--- config.mk ---
export PLATFORM = sky130hd
export DESIGN_NAME = modulo_controlador_contagem
export DESIGN_NICKNAME = d
export VERILOG_FILES = /design/src/rtl/modulo_contador_pkg.sv /design/src/rtl/modulo_contador_sync_en.sv /design/src/rtl/modulo_controlador_contagem.sv
export SDC_FILE = /design/constraint.sdc
export NUM_CORES = 1
export LEC_CHECK = 0
export CAP_MARGIN = 25
export CORE_UTILIZATION = 35
export DETAILED_ROUTE_END_ITERATION = 8
export GPL_TIMING_DRIVEN = 0
export HOLD_SLACK_MARGIN = 0.06
export SYNTH_ARGS = -nofsm -noshare
export SYNTH_HDL_FRONTEND = slang
export SYNTH_SLANG_ARGS = --single-unit
--- constraint.sdc ---
create_clock -name clock -period 2.74 [get_ports clock]
set_input_delay 0.548 -clock clock [delete_from_list [all_inputs] [get_ports clock]]
set_output_delay 0.548 -clock clock [all_outputs]
set_load 0.1 [all_outputs]
--- src/rtl/modulo_contador_pkg.sv ---
// rtl/modulo_contador_pkg.sv - shared state encoding and width default for the count controller
package modulo_contador_pkg;

  localparam int WIDTH_DEFAULT = 7;

  typedef enum logic [1:0] {
    ST_IDLE = 2'b00,
    ST_RUN  = 2'b01,
    ST_HOLD = 2'b10,
    ST_DONE = 2'b11
  } ctrl_state_t;

endpackage

--- src/rtl/modulo_contador_sync_en.sv ---
// rtl/modulo_contador_sync_en.sv - WIDTH-bit up-counter with enable, synchronous load-zero, async clear
module modulo_contador_sync_en #(
  parameter int WIDTH = 7
) (
  input  logic             clock,
  input  logic             clear,
  input  logic             enable,
  input  logic             load_zero,
  output logic [WIDTH-1:0] count
);

  // load_zero wins over enable so a restart never counts on its first edge
  always_ff @(posedge clock or negedge clear) begin
    if (!clear) begin
      count <= '0;
    end else if (load_zero) begin
      count <= '0;
    end else if (enable) begin
      count <= count + WIDTH'(1);
    end
  end

endmodule

--- src/rtl/modulo_controlador_contagem.sv ---
// rtl/modulo_controlador_contagem.sv - count sequencer FSM with limit latch; CONTROLADOR_AUTO_RELOAD_EN enables periodic reload
module modulo_controlador_contagem
  import modulo_contador_pkg::*;
#(
  parameter int WIDTH = WIDTH_DEFAULT
) (
  input  logic             clock,
  input  logic             clear,
  input  logic             start,
  input  logic             hold,
  input  logic             abort,
  input  logic [WIDTH-1:0] limit,
  output logic [WIDTH-1:0] q,
  output logic             busy,
  output logic             done,
  output logic [1:0]       state
);

  ctrl_state_t      state_r;
  logic [WIDTH-1:0] lim_r;
  logic             cnt_en;
  logic             cnt_zero;
  logic             at_limit;

  assign at_limit = (q == lim_r);

  // Counter controls mirror the transitions below: zero on start, abort or reload
  always_comb begin
    cnt_en   = 1'b0;
    cnt_zero = 1'b0;
    case (state_r)
      ST_IDLE: cnt_zero = start && !abort;
      ST_RUN: begin
        cnt_zero = abort;
        cnt_en   = !abort && !hold && !at_limit;
      end
      ST_HOLD: cnt_zero = abort;
`ifdef CONTROLADOR_AUTO_RELOAD_EN
      ST_DONE: cnt_zero = 1'b1;
`else
      ST_DONE: cnt_zero = abort;
`endif
      default: cnt_zero = 1'b0;
    endcase
  end

  always_ff @(posedge clock or negedge clear) begin
    if (!clear) begin
      state_r <= ST_IDLE;
      lim_r   <= '0;
    end else begin
      case (state_r)
        ST_IDLE: begin
          if (start && !abort) begin
            state_r <= ST_RUN;
            lim_r   <= limit;
          end
        end
        ST_RUN: begin
          if (abort)         state_r <= ST_IDLE;
          else if (hold)     state_r <= ST_HOLD;
          else if (at_limit) state_r <= ST_DONE;
        end
        ST_HOLD: begin
          if (abort)      state_r <= ST_IDLE;
          else if (!hold) state_r <= ST_RUN;
        end
        ST_DONE: begin
`ifdef CONTROLADOR_AUTO_RELOAD_EN
          if (abort)     state_r <= ST_IDLE;
          else if (hold) state_r <= ST_HOLD;
          else           state_r <= ST_RUN;
`else
          state_r <= ST_IDLE;
`endif
        end
        default: state_r <= ST_IDLE;
      endcase
    end
  end

  modulo_contador_sync_en #(.WIDTH(WIDTH)) u_contador (
    .clock     (clock),
    .clear     (clear),
    .enable    (cnt_en),
    .load_zero (cnt_zero),
    .count     (q)
  );

  assign busy  = (state_r == ST_RUN) || (state_r == ST_HOLD);
  assign done  = (state_r == ST_DONE);
  assign state = state_r;

endmodule

# After elaboration in Yosys (flattened, before gate mapping)
# Index checks and enable logic that the tools add are counted.
[op_classes] add_sub_neg=1 n_eq_ne=7 mux=11 n_reduce_logical=12
[op_table] cell="two-way mux 7 bit" count=2
[op_table] cell="two-way mux 2 bit" count=6
[op_table] cell="one-hot mux 2 bit (4 select lines)" count=1
[op_table] cell="adder 7 x 1 -> 7 bit (second input constant)" count=1
[op_table] cell="equality test 7 bit" count=1
[op_table] cell="equality test 2 bit (second input constant)" count=2
[op_table] cell="!= test 4 bit (second input constant)" count=1
[op_table] cell="logical AND 1 bit" count=3
[op_table] cell="zero test 1 bit" count=3
[op_table] cell="!= test 3 bit (second input constant)" count=1
[op_table] cell="AND reduction 3 bit" count=1
[op_table] cell="OR reduction 3 bit" count=1
[op_table] cell="equality test 2 x 1 -> 1 bit (second input constant)" count=1
[op_table] cell="zero test 2 bit" count=1
[op_table] cell="!= test 2 bit (second input constant)" count=1
[op_table] cell="one-hot mux 1 bit (2 select lines)" count=1
[op_table] cell="AND reduction 2 bit" count=1
[op_table] cell="nonzero test 2 bit" count=1
[op_table] cell="logical OR 1 bit" count=1
[op_table] cell="two-way mux 1 bit" count=1
[word_totals] reg_bits=16 in_bits=12

# Logic depth before layout (Yosys ltp)
[depth] ltp_word=6 depth_mapped=7

# By module
# A second synthesis with hierarchy kept.
[hier_totals] hier_cells=76 hier_area_um2=862.1
[modules_own_cells] mod="modulo_controlador_contagem" instances=1 cells_per_inst=47 area_per_inst_um2=554.3 seq_area_each_um2=225.2
[modules_own_cells] mod="modulo_contador_sync_en" instances=1 cells_per_inst=29 area_per_inst_um2=307.8 seq_area_each_um2=175.2

# Least setup slack after synthesis
# OpenSTA, ideal clock, no wires.
[synth_timing] path_kind="register to output" start="reg state_r[0] (netlist: state[0])" end="out busy" arrival_time_ns=2.047 path_slack_ns=0.145 stages_incl_launch_ff=3 path_buffers=0 cell_sequence="dfrtp_1 inv_1 ha_1"
[synth_between] elab_chain_cells=2 word_cells_on_any_way=3 classes_between="2 x eq/ne; 1 x reduce/logical"
[synth_rtl] item="from (decl)" line_no="modulo_controlador_contagem.sv:19" source="ctrl_state_t state_r;"
[synth_rtl] item="from (signal assigned)" line_no="modulo_controlador_contagem.sv:49" source="state_r <= ST_IDLE;"
[synth_rtl] item="from (signal assigned)" line_no="modulo_controlador_contagem.sv:55" source="state_r <= ST_RUN;"
[synth_rtl] item="from (signal assigned)" line_no="modulo_controlador_contagem.sv:60" source="if (abort) state_r <= ST_IDLE;"
[synth_rtl] item="equality test 2 x 1 -> 1 bit / equality test 2 bit (equally long branches)" line_no="modulo_controlador_contagem.sv:90" source="assign busy = (state_r == ST_RUN) || (state_r == ST_HOLD);"
[synth_rtl] item="logical OR 1 bit (*)" line_no="modulo_controlador_contagem.sv:90"
[synth_rtl] item="to (decl)" line_no="modulo_controlador_contagem.sv:14" source="output logic busy,"
# Mark *: on every way between the ends. The rest lies on a longest branch, timed or not.

# Worst setup path after layout
[layout_timing] start="reg state_r[1] (netlist: state[1])" end="out done"
[layout_between] elab_chain_cells=1
[layout_rtl] item="equality test 2 bit" line_no="modulo_controlador_contagem.sv:91" source="assign done = (state_r == ST_DONE);"
[layout_rtl] item="to (decl)" line_no="modulo_controlador_contagem.sv:15" source="output logic done,"
# Every way passes these cells.

==> flow_summary.json <==
{
  "muxShareOfSynthArea_pct": 9.130,
  "dp_hpwl_um": 1287,
  "critPathMaxFanout": 5,
  "syn_avg_cell_area_sq_um": 10.28,
  "io_pins": 23,
  "clk_latency_ns": 0.28,
  "post_cts_resized": 1,
  "reg2regPathDepth": 6,
  "yosys.area_share.simple_pct": 12.32,
  "synth.yosys.seq_area_share_pct": 46.38,
  "grt_max_degree": 17,
  "r2r_end": "u_contador.count[2]",
  "synth_warnings": 0,
  "drt_iter0_drc": 3,
  "drc": 0,
  "holdCritStartpoint": "lim_r[2]",
  "grtUsageTotal_pct": 15.42,
  "layout_min_cycle_time_ns": 2.540,
  "finalClockSkew_ns": 0.001712,
  "slew_viol_final": 0,
  "ant_nets": 0,
  "wl_um": 1674,
  "min_to": "lim_r[2]",
  "cts_buffers": 3,
  "rrSetupSlack_ns": 0.59,
  "fin_nets": 129,
  "cts.sinks": 16,
  "tritoncts": "yes",
  "worst_slew_pin_slew_ns": 0.9793,
  "gp_congestion": 0.7257,
  "cp-end-kind": "output pin",
  "place_inst": 134,
  "cts_root_buffer": "clkbuf_4",
  "rows": 17,
  "slowest_stage": "clkdlybuf4s50_1",
  "vias_per_cell": 5.131,
  "synth_top_family_by_area": "compound AO/OA/AOI/OAI gates",
  "wl_per_cell_um": 12.22,
  "antenna_found_initial": 0,
  "post_cts_buffers": 0,
  "rsz0062_at_grt": "no",
  "max-cap-violations": 0,
  "num_vias": 703,
  "crit_buf_inv": 1,
  "die_h_um": 51.67,
  "worstHoldPathType": "reg2reg",
  "p_leak_nw": 0.5012,
  "area_growth_pct": 32.03,
  "power_density_nw_per_um2": 1026,
  "htree_levels": 1,
  "final_area_sq_um": 1140,
  "synth_cell_types": 20,
  "synth_compound_area_share_pct": 12.75,
  "die_area_sq_um": 2669,
  "critPathTopFamily": "buffers and inverters",
  "fin_cells": 137,
  "synth_adder_area_share_pct": 8.696,
  "path_cells": "ha_1 > clkdlybuf4s50_1",
  "period_share_pct": 92.71,
  "whs_path_depth": 1,
  "worstSetupStartpointType": "flip-flop",
  "place_area_sq_um": 1119,
  "overflow": 0,
  "max_freq_ghz": 0.3936,
  "synthXorXnorAreaFrac_pct": 8.116,
  "core_sq_um": 2276,
  "syn_area_sq_um": 863.3,
  "criticalPathCategory": "reg2out",
  "insertedDiodeCount": 0,
  "mappedNetlistNets": 102,
  "vdd_drop_max_mv": 0.6388,
  "first_pass_iters": 4,
  "max_stage_delay_ns": 1.12,
  "required_ns": 2.19,
  "grt_pass1_wl_um": 2980,
  "die_x_um": 51.67,
  "worstReg2RegStart": "state[0]",
  "setup_viol": 0,
  "hold_viol": 0,
  "clk_pin_slew_ns": 0.08,
  "grt_pass1_vias": 687,
  "crit_arrival_ns": 1.99,
  "io_buffers": 22,
  "clk_path_buf_depth": 2,
  "start_util_pct": 37.93,
  "netlist_instances": 84,
  "cts_hold_buf": 0,
  "outcome": "complete, no violations",
  "final_util_pct": 50.08,
  "max-slew-margin-rel_pct": 34.51,
  "fin_setup_tns_ns": 0,
  "yosys_register_bits": 16,
  "drive_above_1_share_pct": 9.174
}
[synth_stat cells]
cell      instances  area, sq um
mux2_2            7        78.83
nand2_1           7        26.28
o21a_1            1        7.510
inv_1             5        18.77
or3_1             3        18.77
or4_1             2        15.01
a211o_1           1        8.760
dfrtp_1          16        400.4
nor4_1            1        6.260
nand3_1           4        20.02
o211ai_1          1        7.510
clkbuf_1          1        3.750
o21ai_0           5        25.02
ha_1              6        75.07
a32oi_1           1        8.760
xor2_1            8        70.07
nor3_1            1        5.000
a21oi_1           9        45.04
o31ai_1           1        7.510
nor2_1            4        15.01
[power breakdown]
part | leakage (nW) | internal, mW | switching, mW
clock network | 0.0138 | 0.0511 | 0.0693
registers | 0.205 | 0.312 | 0.0639
logic | 0.282 | 0.200 | 0.473
[worst max path at each step]
stage	start	to	slack (ns)	cells past startpoint
global placement	abort	u_contador.count[2]	0.13	6
global route	state[0]	done	0.10	2
detailed placement	abort	u_contador.count[2]	0.12	6
CTS	state[0]	done	0.17	2
floorplan	state[0]	busy	0.15	2
finish	state[1]	done	0.20	2
[sequential cells by signal, summed over array words and instances (netlist names)]
register / count
state: 2
u_contador.count: 7
lim_r: 7
[through the flow]
step / worst slack, ns / total power, mW / hold slack (ns)
6_report: 0.1996 / 1.169 / 0.5307
5_1_grt: 0.1034 / 1.256 / 0.5417
4_1_cts: 0.1747 / 1.188 / 0.5353
3_5_place_dp: 0.1173 / 1.073 / 0.5141
3_3_place_gp: 0.1292 / 1.067 / 0.5086
2_1_floorplan: 0.1452 / 0.9226 / 0.2524
[logic make-up after synthesis]
| group | Yosys count |
|---|---|
| and+or+nand+nor | 22 |
| AOI/OAI and AO/OA | 19 |
| xor gates and xnor gates | 8 |
| adders and majority gates | 6 |
| muxes | 7 |
| buffers and inverters | 6 |
| DFF | 16 |
[area by class of cell]
cell class,instances,area [sq um]
Buffer,1,3.754
Clock buffer,3,22.52
Fill cell,221,1136
Inverter,5,18.77
Multi-Input combinational cell,62,440.4
Sequential cell,16,400.4
Tap cell,28,35.03
Timing Repair Buffer,22,219.0
[layout by cell type (no fill, tap or decap), types with 2 or more instances in the layout]
| master | count |
|---|---|
| a21oi_1 | 9 |
| clkbuf_4 | 3 |
| clkdlybuf4s50_1 | 21 |
| dfrtp_1 | 16 |
| ha_1 | 6 |
| inv_1 | 5 |
| mux2_2 | 7 |
| nand2_1 | 7 |
| nand3_1 | 4 |
| nor2_1 | 4 |
| o21ai_0 | 5 |
| or3_1 | 3 |
| or4_1 | 2 |
| xor2_1 | 8 |
[routing by layer]
| metal | share of wire (%) | wire, um | global-route usage, % | vias up |
|---|---|---|---|---|
| li1 | - | - | - | 352 |
| met1 | 47 | 787 | 19.01 | 332 |
| met2 | 46 | 768 | 24.24 | 14 |
| met3 | 5.6 | 93 | 6.140 | 5 |
| met4 | 1.5 | 25 | 5.405 | 0 |
| met5 | 0 | 0 | 0 | - |
Power figures use the tool's default switching activity.
